===== config.mk =====
export PLATFORM = sky130hd
export DESIGN_NAME = chunk_subtractor_seq
export DESIGN_NICKNAME = d
export VERILOG_FILES = /design/src/rtl/chunk_subtractor_seq.sv
export SDC_FILE = /design/constraint.sdc
export NUM_CORES = 1
export LEC_CHECK = 0
export CORE_MARGIN = 2
export CORE_UTILIZATION = 30
export DETAILED_ROUTE_END_ITERATION = 7
export GPL_TIMING_DRIVEN = 0
export SLEW_MARGIN = 10
export SYNTH_ARGS = -nofsm -noshare
export SYNTH_HDL_FRONTEND = slang
export SYNTH_SLANG_ARGS = --single-unit

===== constraint.sdc =====
create_clock -name clk -period 2.5 [get_ports clk]
set_clock_uncertainty 0.05 [all_clocks]
set_input_delay 0.375 -clock clk [delete_from_list [all_inputs] [get_ports clk]]
set_output_delay 0.375 -clock clk [all_outputs]
set_load 0.05 [all_outputs]

===== src/rtl/chunk_subtractor_seq.sv =====
// Multi-cycle N-bit subtractor d = a - b - bin, C bits per clock, borrow kept in a register.
// Optional signed-overflow output enabled by defining SUB_OVF_EN.
module chunk_subtractor_seq #(
    parameter int unsigned N = 12,
    parameter int unsigned C = 3
) (
    input  logic         clk,
    input  logic         rst,
    input  logic         start,
    input  logic [N-1:0] a,
    input  logic [N-1:0] b,
    input  logic         bin,
    output logic         busy,
    output logic         done,
    output logic [N-1:0] d,
`ifdef SUB_OVF_EN
    output logic         ovf,
`endif
    output logic         borrow
);

    localparam int unsigned NCH = N / C;
    localparam int unsigned KW  = (NCH > 1) ? $clog2(NCH) : 1;
    localparam logic [KW-1:0] K_LAST  = KW'(NCH - 1);
    localparam logic [N-1:0]  CH_MASK = N'({C{1'b1}});

    typedef enum logic [1:0] {
        IDLE = 2'd0,
        RUN  = 2'd1,
        DONE = 2'd2
    } state_e;

    state_e        state_q, state_d;
    logic [KW-1:0] k_q, k_d;
    logic          brw_q, brw_d;
    logic [N-1:0]  a_q, a_d;
    logic [N-1:0]  b_q, b_d;
    logic [N-1:0]  d_q, d_d;
    logic          borrow_q, borrow_d;
    logic          busy_q, busy_d;
    logic          done_q, done_d;
`ifdef SUB_OVF_EN
    logic          ovf_q, ovf_d;
`endif

    int unsigned   sh;
    logic [N-1:0]  a_shift, b_shift;
    logic [C-1:0]  a_chunk, b_chunk;
    logic [C:0]    chunk_res;

    // Next-state, chunk datapath and registered-output logic
    always_comb begin
        state_d  = state_q;
        k_d      = k_q;
        brw_d    = brw_q;
        a_d      = a_q;
        b_d      = b_q;
        d_d      = d_q;
        borrow_d = borrow_q;
        busy_d   = 1'b0;
        done_d   = 1'b0;
`ifdef SUB_OVF_EN
        ovf_d    = ovf_q;
`endif

        sh        = C * 32'(k_q);
        a_shift   = a_q >> sh;
        b_shift   = b_q >> sh;
        a_chunk   = a_shift[C-1:0];
        b_chunk   = b_shift[C-1:0];
        // Bit C of the (C+1)-bit difference is the chunk borrow-out
        chunk_res = {1'b0, a_chunk} - {1'b0, b_chunk} - (C+1)'(brw_q);

        case (state_q)
            IDLE, DONE: begin
                if (start) begin
                    a_d     = a;
                    b_d     = b;
                    brw_d   = bin;
                    k_d     = '0;
                    state_d = RUN;
                    busy_d  = 1'b1;
                end else begin
                    state_d = IDLE;
                end
            end
            RUN: begin
                busy_d = 1'b1;
                d_d    = (d_q & ~(CH_MASK << sh)) | (N'(chunk_res[C-1:0]) << sh);
                brw_d  = chunk_res[C];
                k_d    = k_q + KW'(1);
                if (k_q == K_LAST) begin
                    state_d  = DONE;
                    busy_d   = 1'b0;
                    done_d   = 1'b1;
                    borrow_d = chunk_res[C];
`ifdef SUB_OVF_EN
                    ovf_d    = (a_q[N-1] ^ b_q[N-1]) & (d_d[N-1] ^ a_q[N-1]);
`endif
                end
            end
            default: begin
                state_d = IDLE;
            end
        endcase
    end

    always_ff @(posedge clk or posedge rst) begin
        if (rst) begin
            state_q  <= IDLE;
            k_q      <= '0;
            brw_q    <= 1'b0;
            a_q      <= '0;
            b_q      <= '0;
            d_q      <= '0;
            borrow_q <= 1'b0;
            busy_q   <= 1'b0;
            done_q   <= 1'b0;
`ifdef SUB_OVF_EN
            ovf_q    <= 1'b0;
`endif
        end else begin
            state_q  <= state_d;
            k_q      <= k_d;
            brw_q    <= brw_d;
            a_q      <= a_d;
            b_q      <= b_d;
            d_q      <= d_d;
            borrow_q <= borrow_d;
            busy_q   <= busy_d;
            done_q   <= done_d;
`ifdef SUB_OVF_EN
            ovf_q    <= ovf_d;
`endif
        end
    end

    assign busy   = busy_q;
    assign done   = done_q;
    assign d      = d_q;
    assign borrow = borrow_q;
`ifdef SUB_OVF_EN
    assign ovf    = ovf_q;
`endif

endmodule


# Yosys cells after proc, flatten, opt, wreduce, memory -nomap -nowiden

Index checks and enable logic that the tools add are counted.
W data, S select, Z words.

Logic and storage cells: 43
Bits of input ports: 28
Flip-flop bits (word level): 44
Output and inout bits: 15

Bitwise operators: 3
Equal/unequal tests: 5
Shifts and indexed selects: 4
Add/sub/neg operators: 3
$mul: 1
Reductions and logical operators: 6
Multiplexer cells: 12

Operators with widths:

| kind                   | count |
|---|---|
| $shr A12 B4 Y3         | 2 |
| $and A12 B12 Y12       | 1 |
| $not A12 Y12           | 1 |
| $or A12 B12 Y12        | 1 |
| $shl A3 B4 Y12         | 1 |
| $shl A3 B4 Y12 const A | 1 |
| $pmux W2 S2            | 2 |
| $mux W1                | 6 |
| $reduce_and A2 Y1      | 3 |
| $eq A2 B2 Y1 const B   | 2 |
| $mul A2 B2 Y4 const A  | 1 |
| $mux W2                | 2 |
| $ne A2 B2 Y1 const B   | 2 |
| $pmux W1 S2            | 2 |
| $sub A3 B3 Y4          | 1 |
| $sub A4 B1 Y4          | 1 |
| $add A2 B1 Y2 const B  | 1 |
| $eq A2 B1 Y1 const B   | 1 |
| $logic_not A2 Y1       | 1 |
| $reduce_bool A2 Y1     | 1 |
| $reduce_or A2 Y1       | 1 |

# Logic depth before layout (Yosys ltp)

Depth after elaboration: 6
Mapped depth: 9
Mapped depth without buffers: 8

# Worst setup path before layout

OpenSTA, ideal clock, no wires.

Kind: register to register
From: reg k_q[0]
To: reg brw_q
Setup slack: -0.001 ns
Data required time: 2.323 ns
Stages on the path, launching flop included: 10
Data arrival time: 2.324 ns
Library setup time: 0.127 ns
Period minus slack after synthesis: 2.501 ns
Path buffers: 2
Cell sequence: dfrtp_1 buf_6 buf_6 mux4_2 fa_1 ha_1 nand2b_1 o221ai_1 xor2_1 a21oi_1

Word-level cells in the longest chain between the ends: 5
Elaborated cells on any way between the ends: 6
Those cells by class: 2 x add/sub; 1 x mul; 2 x shift; 1 x mux

Ends and longest elaborated chain:

| item                              | line   | text |
|---|---|---|
| from (decl)                       | 34     | `logic [KW-1:0] k_q, k_d;` |
| from (signal assigned)            | 124    | `k_q <= k_d;` |
| $mul A2 B2 Y4 *                   | 66     | `sh = C * 32'(k_q);` |
| $shr A12 B4 Y3 (on tied branches) | 67, 68 |  |
| $sub A3 B3 Y4 *                   | 72     | `chunk_res = {1'b0, a_chunk} - {1'b0, b_chunk} - (C+1)'(brw_q);` |
| $sub A4 B1 Y4 *                   | 72     |  |
| $pmux W1 S2 *                     | 74     | `case (state_q)` |
| to (signal assigned)              | 125    | `brw_q <= brw_d;` |
| to (decl)                         | 35     | `logic brw_q, brw_d;` |

Mark *: on every way between the ends. The rest lies on a longest branch, timed or not.
A chain may end at the register's enable or synchronous reset.

# Worst setup path after layout

Ends and elaborated chain as after synthesis.

==> impl_summary.md <==
Cells and area
The post-route cell area is 2800 um2. Once layout is complete, the utilization of the core stands at 43.8%. The synthesis-to-layout area growth is 39.6%. After filler insertion, the fill cell instance count of the layout stands at 605. The top cell types in the final layout, fill and taps aside, are 43 x dfrtp_1, 42 x clkdlybuf4s50_1, 24 x mux2_1. The most common cell after layout, fill and taps aside is dfrtp_1. The repair_antennas step left the layout with diodes totalling 0.

The final-stage net count is 240. The post-route netlist has 22.0% of its cells at a drive strength greater than 1.

Placed design
The post-place setup slack is -0.331 ns. The placer's final routability congestion estimate is a little under 0.8. Summed over all nets, the half-perimeter wirelength after detailed placement is 2970 um.

The placed instances occupy a cell area of 2540 um2. Port buffering added 42 buffers.

Yosys
The number of nets in the synthesized netlist is 184. The post-synthesis adder-cell area fraction is 5.75%. After synthesis, the largest family of logic cells by area is multiplexers. The share of the synthesized area in compound gates (AO/OA/AOI/OAI) is 7.93%. Synthesis produced a netlist whose cell count is 148. After Yosys synthesis, and, or, nand and nor cells account for 5.62% of the synthesized area. The share of synthesized area in the top cell type comes to 55.0%. The mean cell area of the mapped netlist is 13.5 um2. Counting distinct cell types in the post-synthesis netlist gives 26.

The cell area after synthesis is 2000 um2. After Yosys synthesis, XOR and XNOR cells account for 0.874% of the synthesized area. Measured against the total synthesized area, the mux share comes to 20.1%. After synthesis, flip-flops and latches occupy between 50% and 60% of the total area. The synthesized design contains 44 register bits.

dfrtp_1 takes more of the synthesized area than any other cell. Yosys attributes the largest share of cell area to dfrtp_1 55%, mux2_1 13%, mux4_2 5.6%. The yosys synthesis warning count is 0.

Clocking
TritonCTS built the clock tree. Buffers inserted to repair hold after CTS numbered 0. The root buffer selected by CTS is clkbuf_8. The clock transition at the register clock pins on the worst setup and hold paths after CTS is roughly 0.090 ns. The clock tree buffer depth is 2. The clock buffer count from CTS is 5.

At the later pin of the worst-skew pair, clock insertion delay measures 0.30 ns. The TritonCTS sink count is 44. The H-tree generated during clock tree synthesis spans 2 levels.

GRT
The via count of the first global-routing pass is 1368. The total routing resource utilization after global routing is approximately 12%. The highest-utilization routing layer at the global route stage is met2. The total grt overflow is 0. The met3 global-route usage is 3.08%. The first global-routing pass estimated 6910 um of wire. The met1 usage in global routing is 16.6%. The met2 track utilization from global routing is 19.3%. The largest net degree at the start of global routing is 29. The number of antenna violations at the first check in global routing is 0.

STA
The post-layout minimum cycle time is 2.54 ns. The measured slew at the worst slew-check pin is 0.502 ns. The final-layout setup total negative slack is -0.0607 ns.

Setup repair after global routing could not meet its margin everywhere. The hold violation total from the final report is 0. Headroom to the max-slew limit came out at around two thirds. For this run, the top clock speed supported by timing is 394 MHz. The number of setup violations in the final report is 2.

Setup slack on the critical path of the routed design comes to -0.0359 ns. The period utilization is 101%. The max-slew violation total from the final report is 0.

Die
The die footprint is between 7000 and 8000 um2. The x dimension of the die is between 80 and 90 um. The number of ports placed on the die boundary is 43. The cell row count is 29. Once the floorplan was initialized, standard cells occupied a little under a third of the core. From bottom edge to top edge, the die measures approximately 86 um. The area of the core region is 6390 um2.

Setup path
The kind of cell with the highest combined delay on the critical path is adder cells. The data arrival time at the worst-slack endpoint is 2.67 ns. Traced cell by cell, the critical path runs through buf_6 > buf_12 > mux4_2 > fa_2 > ha_4 > nand2b_4 > o221ai_4 > xor2_2 > a21oi_1. The number of buffers and inverters on the critical path is 2.

The critical setup path kind is reg -> reg. The worst setup path is captured at a flip-flop. Of all nets on the critical path, the largest fanout is 3. The largest stage delay on the critical path is 0.50 ns. The startpoint class of the critical path is a flip-flop. On the critical path, the stage with the largest delay is an instance of mux4_2. Data on the critical path is required at its endpoint by about 2.6 ns.

Drt
The number of routed nets with antenna violations is 0. After detailed routing, the average wire length per cell comes to 14.7 um. In the routed layout, each cell is associated on average with a via count of between 4 and 5.

The remaining routing DRC violations is 0. The routed layout has 1320 vias. The number of DRC markers in iteration 0 is ~140. The wire length after detailed routing is 4140 um. The number of search-and-repair iterations in the first detailed-routing pass is 4.

Worst hold path
The class of the worst hold path is in -> async.

Status
The flow ran to the end, but the final reports show violations. The final reports fail on negative setup slack.

Job
The number of violations of the max-capacitance limit is 0.
## cell type report
class	count	area, um2	share of cell area (%)
Buffer	8	72.6	2.60
Clock buffer	6	72.6	2.60
Clock inverter	2	35.0	1.25
Inverter	10	37.5	1.34
Multi-Input combinational cell	86	895	32.0
Sequential cell	44	1100	39.4
Tap cell	77	96.3	3.45
Timing Repair Buffer	49	485	17.4
## worst paths after layout
path / slack [ns] / depth (start not counted) / from / end
worst min-delay path: 0.32 / 2 / rst / a_q[8]
max in group asynchronous: 1.60 / 3 / rst / d[10]
worst max register to register: -0.04 / 9 / k_q[0] / brw_q
worst max-delay path: -0.04 / 9 / k_q[0] / brw_q
worst min register to register: 0.43 / 2 / d[9] / d[9]
min in group clk: 0.43 / 2 / d[9] / d[9]
## sequential cells by signal (all words and copies together) (netlist names)
name	count
busy	1
borrow	1
a_q	12
state_q	2
b_q	12
brw_q	1
done	1
d	12
k_q	2
## repair_timing
action	in CTS	in global routing
resized for setup	12	7
buffers inserted	5	1
cloned	0	0
pin swaps	8	8
setup endpoints to repair	10	10
## worst reg2reg max path, delay by kind of cell (launching register included)
family	cells	cell delay, ns
fa+ha+maj	2	0.69
mux	1	0.50
flops	1	0.38
compound gates	2	0.29
buf+inv	2	0.23
xor+xnor	1	0.23
simple gates	1	0.06
## synthesized netlist by cell type
| library cell | number |
|---|---|
| nand2_1 | 14 |
| buf_2 | 4 |
| dfrtp_1 | 44 |
| a32o_1 | 7 |
| buf_4 | 2 |
| buf_6 | 2 |
| a21oi_1 | 1 |
| o21ai_1 | 2 |
| inv_1 | 6 |
| ha_1 | 6 |
| mux2i_1 | 2 |
| fa_1 | 2 |
| nor2_1 | 6 |
| nor2b_1 | 3 |
| inv_2 | 4 |
| nand4_1 | 1 |
| o21bai_1 | 2 |
| mux4_2 | 5 |
| nand2b_1 | 2 |
| o31ai_1 | 1 |
| xnor2_1 | 1 |
| a211oi_1 | 1 |
| a22o_1 | 4 |
| mux2_1 | 24 |
| xor2_1 | 1 |
| o221ai_1 | 1 |
## through the flow
| step | std cells | hold slack, ns |
|---|---|---|
| after floorplan | 148 | 0.402 |
| after global placement | 267 | 0.413 |
| after detailed placement | 268 | 0.419 |
| after CTS | 281 | 0.326 |
| after global routing | 282 | 0.350 |
| final | 282 | 0.324 |
## metal layers
metal | wire length, um | vias to the layer above
met4 | 31 | 0
met1 | 1900 | 651
met5 | 0 | -
met3 | 176 | 5
li1 | - | 632
met2 | 2030 | 32
## kinds of logic after synthesis
family | after synthesis
flops | 44
mux | 31
simple gates | 26
compound gates | 19
buf+inv | 18
fa+ha+maj | 8
xor+xnor | 2
Power is left out: the tool's default activity adds up to more than one toggle a clock period on the data nets, which glitch-free logic cannot reach.
